==> src/rtl/store_unit_pkg.sv <==
// Shared types and constants for the store unit: queue entry layout,
// funct3 store encodings and data-memory geometry.
package store_unit_pkg;

  localparam int DMEM_WORDS = 1024;
  localparam int DMEM_AW    = $clog2(DMEM_WORDS);

  localparam logic [2:0] F3_SB = 3'b000;
  localparam logic [2:0] F3_SH = 3'b001;
  localparam logic [2:0] F3_SW = 3'b010;

  // ROB tags sit in a parallel array in store_unit since their width is a top parameter
  typedef struct packed {
    logic [DMEM_AW-1:0] waddr;
    logic [31:0]        wdata;
    logic [3:0]         wstrb;
    logic               committed;
  } sq_entry_t;

endpackage

==> src/rtl/store_data_align.sv <==
// Byte/halfword lane alignment for stores: replicates the store data across
// lanes and builds the byte-enable mask from the low address bits.
module store_data_align
  import store_unit_pkg::*;
(
  input  logic [1:0]  addr_lo,
  input  logic [2:0]  funct3,
  input  logic [31:0] rs2,
  output logic [31:0] wdata,
  output logic [3:0]  wstrb
);

  always_comb begin
    wdata = rs2;
    wstrb = 4'h0;
    case (funct3)
      F3_SB: begin
        wdata = {4{rs2[7:0]}};
        wstrb = 4'b0001 << addr_lo;
      end
      F3_SH: begin
        wdata = {2{rs2[15:0]}};
        wstrb = addr_lo[1] ? 4'b1100 : 4'b0011;
      end
      F3_SW:   wstrb = 4'hF;
      default: wstrb = 4'h0; // unknown encodings complete but write no bytes
    endcase
  end

endmodule

==> src/rtl/store_unit.sv <==
// In-order store queue: enqueue from RS, CDB completion pulse, commit by ROB tag,
// drain committed head to the dmem write port. Define STORE_SUBWORD_EN for SB/SH.
module store_unit
  import store_unit_pkg::*;
#(
  parameter int ROB_TAG_W = 4,
  parameter int SQ_DEPTH  = 4
) (
  input  logic                 clk,
  input  logic                 rst,
  input  logic                 valid_i,
  input  logic                 mem_write_i,
  input  logic [31:0]          rs1_val_i,
  input  logic [31:0]          rs2_val_i,
  input  logic [31:0]          imm_i,
  input  logic [2:0]           funct3_i,
  input  logic [ROB_TAG_W-1:0] rob_tag_i,
  output logic                 ready_o,
  output logic                 valid_o,
  output logic [ROB_TAG_W-1:0] rob_tag_o,
  input  logic                 commit_i,
  input  logic [ROB_TAG_W-1:0] commit_tag_i,
  input  logic                 flush_i,
  output logic                 mem_we_o,
  output logic [DMEM_AW-1:0]   mem_waddr_o,
  output logic [31:0]          mem_wdata_o,
  output logic [3:0]           mem_wstrb_o
);

  localparam int PTR_W = $clog2(SQ_DEPTH);
  localparam int CNT_W = $clog2(SQ_DEPTH + 1);

  sq_entry_t            q     [SQ_DEPTH];
  logic [ROB_TAG_W-1:0] q_tag [SQ_DEPTH];
  logic [PTR_W-1:0]     head, cmt_ptr, tail;
  logic [CNT_W-1:0]     count, n_cmt, n_cmt_nxt;

  logic [31:0] addr, enq_wdata;
  logic [3:0]  enq_wstrb;
  logic        do_enq, do_commit, do_drain;
  logic        unused_bits;

  assign addr = rs1_val_i + imm_i;

`ifdef STORE_SUBWORD_EN
  store_data_align u_align (
    .addr_lo (addr[1:0]),
    .funct3  (funct3_i),
    .rs2     (rs2_val_i),
    .wdata   (enq_wdata),
    .wstrb   (enq_wstrb)
  );
  assign unused_bits = ^addr[31:DMEM_AW+2];
`else
  assign enq_wdata   = rs2_val_i;
  assign enq_wstrb   = 4'hF;
  assign unused_bits = ^{addr[31:DMEM_AW+2], addr[1:0], funct3_i};
`endif

  assign ready_o   = count < CNT_W'(SQ_DEPTH);
  assign do_enq    = valid_i && mem_write_i && ready_o && !flush_i;
  assign do_commit = commit_i && (count > n_cmt) && (q_tag[cmt_ptr] == commit_tag_i);
  assign do_drain  = (count != '0) && q[head].committed;
  assign n_cmt_nxt = n_cmt + CNT_W'(do_commit) - CNT_W'(do_drain);

  // Write port is driven straight from the head so a commit reaches dmem one cycle later
  assign mem_we_o    = do_drain;
  assign mem_waddr_o = do_drain ? q[head].waddr : '0;
  assign mem_wdata_o = do_drain ? q[head].wdata : '0;
  assign mem_wstrb_o = do_drain ? q[head].wstrb : '0;

  always_ff @(posedge clk) begin
    if (rst) begin
      head      <= '0;
      cmt_ptr   <= '0;
      tail      <= '0;
      count     <= '0;
      n_cmt     <= '0;
      valid_o   <= 1'b0;
      rob_tag_o <= '0;
      for (int i = 0; i < SQ_DEPTH; i++) begin
        q[i]     <= '0;
        q_tag[i] <= '0;
      end
    end else begin
      valid_o <= do_enq;
      if (do_enq) begin
        rob_tag_o <= rob_tag_i;
        q[tail]   <= '{waddr: addr[DMEM_AW+1:2], wdata: enq_wdata,
                       wstrb: enq_wstrb, committed: 1'b0};
        q_tag[tail] <= rob_tag_i;
      end
      if (do_commit) q[cmt_ptr].committed <= 1'b1;
      head    <= head + PTR_W'(do_drain);
      cmt_ptr <= cmt_ptr + PTR_W'(do_commit);
      n_cmt   <= n_cmt_nxt;
      // Flush keeps everything up to and including a same-cycle commit
      if (flush_i) begin
        tail  <= cmt_ptr + PTR_W'(do_commit);
        count <= n_cmt_nxt;
      end else begin
        tail  <= tail + PTR_W'(do_enq);
        count <= count + CNT_W'(do_enq) - CNT_W'(do_drain);
      end
    end
  end

endmodule
==> config.mk <==
export PLATFORM = sky130hd
export DESIGN_NAME = store_unit
export DESIGN_NICKNAME = d
export VERILOG_FILES = /design/src/rtl/store_unit_pkg.sv /design/src/rtl/store_data_align.sv /design/src/rtl/store_unit.sv
export SDC_FILE = /design/constraint.sdc
export NUM_CORES = 1
export LEC_CHECK = 0
export ABC_AREA = 1
export CAP_MARGIN = 10
export CORE_ASPECT_RATIO = 0.7
export CORE_MARGIN = 1.5
export CORE_UTILIZATION = 34
export CTS_CLUSTER_DIAMETER = 120
export DETAILED_ROUTE_END_ITERATION = 16
export PLACE_DENSITY = 0.63
export SYNTH_ARGS = -nofsm -noshare
export SYNTH_HDL_FRONTEND = slang
export SYNTH_SLANG_ARGS = --single-unit
==> constraint.sdc <==
create_clock -name clk -period 5.09 [get_ports clk]
set_input_delay 1.018 -clock clk [delete_from_list [all_inputs] [get_ports clk]]
set_output_delay 1.018 -clock clk [all_outputs]
set_load 0.01 [all_outputs]
==> flow_summary.yaml <==
detailed_routing:
  met3_wirelength_um: 1420
  route.top_layer_used: "met4"
  routed_wl_um: 25200
  wl_met1_um: 12000
  firstDrtPassIters: 5
  wl_met2_um: 11500
  vias: 7445
  drc_errors: 0
  wire_per_inst_um: 16.0
  vias_per_cell: 4.72
  drtAntennaViolNets: 0
  drt_iter0_drc: 479
die:
  core_area_um2: 28900
  fp.dieW_um: 208
  num_rows: 52
  die_y_um: 146
  start_util_pct: 34.6
  pin_count: 166
  dieArea_um2: 30500
clock_network:
  cts-resized-gates: 0
  clkLatencyLatePin_ns: 0.51
  cts_tree: "done"
  htreeDepth: 1
  post_cts_buffers: 0
  clk_pin_slew_ns: 0.06
  cts.sinks: 209
  cts_buffers: 22
  cts_root_buf: "clkbuf_16"
  cts_hold_buffers: 0
  cts_buffer_depth: 3
place:
  io_buffers: 122
  dpl.cell_count: 1539
  gp_congestion: 0.804
  dp_hpwl_um: 14500
critical_path:
  critPathBufInv: 3
  end_kind: "primary output"
  critical_path.slowest_cell: "inv_2"
  crit_path_start_kind: "register"
  path_class: "register to primary output"
  cp_top_family: "buffers and inverters"
  cp_max_fo: 44
  required_ns: 4.07
  path_common_cell: "inv_2"
  path_cells: "inv_2 > nor2_1 > o21ai_1 > a32oi_2 > inv_2 > a21oi_1 > clkdlybuf4s50_1"
  cp_slowest_stage_delay_ns: 0.79
  cp_data_arrival_time_ns: 3.59
flow_run:
  maxCapViolations: 0
finish:
  fin_cells: 1579
  area_growth_pct: 22.9
  diodes: 0
  seqCellArea_um2: 6070
  multi_input_area_um2: 3260
  nets: 1320
  drive_above_1_share_pct: 5.91
  fillerInstances: 2852
logic_synthesis:
  synthSimpleGateAreaFrac_pct: 20.5
  yosys_warnings: 0
  synth_top_flop_cell: "edfxtp_1"
  syn-instance-count: 1081
  synth_fa_ha_area_share_pct: 2.90
  synth_compound_area_share_pct: 8.42
  synth-seq-area-share_pct: 60.7
  synth_enable_flop_cells: 188
  ys_async_sr_fraction_pct: 0
  synth_xor_area_share_pct: 0.613
  synth_area_per_cell_um2: 9.25
  syn-num-nets: 1216
  synth_top_family_by_area: "simple AND/OR/NAND/NOR gates"
  ys_types: 32
  mappedNetlistArea_um2: 10000
  muxShareOfSynthArea_pct: 0
  ys_ff_latch: 209
pwr:
  power_density_nw_per_um2: 319
  peakVddDrop_v: 0.000201
  p_leak_nw: 4.94
min_path:
  hp-class: "register to register"
timing:
  max_freq_mhz: 217
  rsz0062_at_grt: "no"
  hold_viol: 0
  tightest_slew_ns: 1.03
  layout_min_cycle_time_ns: 4.61
  finalClockSkew_ns: 0.0155
  post-route-period-util_pct: 90.5
  slew_violations: 0
  slew_headroom_pct: 31.2
  setup_viol: 0
  fin_setup_tns_ns: 0
global_route:
  grt_max_degree: 88
  antenna_found_initial: 0
  grt_pass1_vias: 7280
  gr-total-overflow: 0
  grt_pass1_wl_um: 39900
  grt_use_total_pct: 16.6
run_status:
  status: "finished clean"
## cells by family (layout without fill, tap and decap cells)
group           Yosys count  in the layout
compound gates          165            165
xor+xnor                  7              7
fa+ha+maj                22             22
buf+inv                 158            278
flops                   209            209
simple gates            520            520
## metal layers
metal  vias to the layer above  track usage, %
li1                       3743               -
met1                      3467            23.7
met2                       209            27.4
met3                        26            2.22
met4                         0            2.63
met5                         -               0
## cell usage in the layout (no fill, tap or decap), drive strengths merged, types with 2 or more instances in the layout
| master | instances |
|---|---|
| nor2 | 387 |
| edfxtp | 188 |
| clkdlybuf4s50 | 122 |
| o21ai | 104 |
| nand2 | 99 |
| inv | 96 |
| a21oi | 58 |
| clkbuf | 33 |
| nand3 | 21 |
| dfxtp | 21 |
| ha | 20 |
| buf | 17 |
| nand4 | 8 |
| clkinv | 8 |
| xor2 | 4 |
| xnor2 | 3 |
| nand3b | 2 |
| nor3 | 2 |
| fa | 2 |
## worst paths after layout
path,cells after the start,slack (ns),endpoint,startpoint
max,7,0.48,mem_wstrb_o[1],head[1]
min,2,0.46,rob_tag_o[1],rob_tag_o[1]
max reg2reg,17,1.60,count[2],cmt_ptr[0]
min reg2reg,2,0.46,rob_tag_o[1],rob_tag_o[1]
## registers in the layout, indices dropped and copies added (netlist names)
name / cells
count: 3
rob_tag_o: 4
n_cmt: 3
q_tag: 16
q: 176
tail: 2
valid_o: 1
cmt_ptr: 2
head: 2
## Yosys cell counts, drive strengths merged (4+ instances only)
cell type | count | share of area [%]
nor2 | 387 | 15
a21oi | 58 | 2.9
ha | 20 | 2.5
nand2 | 99 | 3.8
nand3 | 21 | 1.1
nand4 | 8 | 0.65
o21ai | 104 | 5.2
buf | 40 | 2.5
edfxtp | 188 | 56
dfxtp | 21 | 4.2
inv | 96 | 3.6
xor2 | 4 | 0.35
clkbuf | 19 | 0.71
## worst min-delay path: cells and delay by family (launching register included)
family / cells / cell delay [ns]
flops: 1 / 0.32
simple gates: 1 / 0.05
compound gates: 1 / 0.06
## report_power, final
part	switching, mW	internal [mW]
sequential	0.0228	1.95
combinational	0.221	0.142
clock	0.653	0.938
## through the flow
| step | total power [mW] | hold slack, ns | setup slack, ns | area (µm²) | util (%) |
|---|---|---|---|---|---|
| 4_1_cts | 3.97 | 0.466 | 0.407 | 12300 | 42.5 |
| 3_3_place_gp | 2.36 | 0.444 | 0.956 | 11600 | 40.0 |
| 3_5_place_dp | 2.37 | 0.452 | 0.950 | 11600 | 40.0 |
| 5_1_grt | 4.08 | 0.488 | 0.227 | 12300 | 42.5 |
| 2_1_floorplan | 2.22 | 0.440 | 1.19 | 10000 | - |
| 6_report | 3.92 | 0.460 | 0.483 | 12300 | 42.5 |
## layout make-up
type / instances / share of cell area [%]
clock buffer: 33 / 5.31
clock inverter: 7 / 0.601
inverter: 99 / 3.03
multi-input combinational: 714 / 26.5
sequential: 209 / 49.4
tap: 378 / 3.85
timing repair buffer: 139 / 11.3
Power figures use the tool's default switching activity.
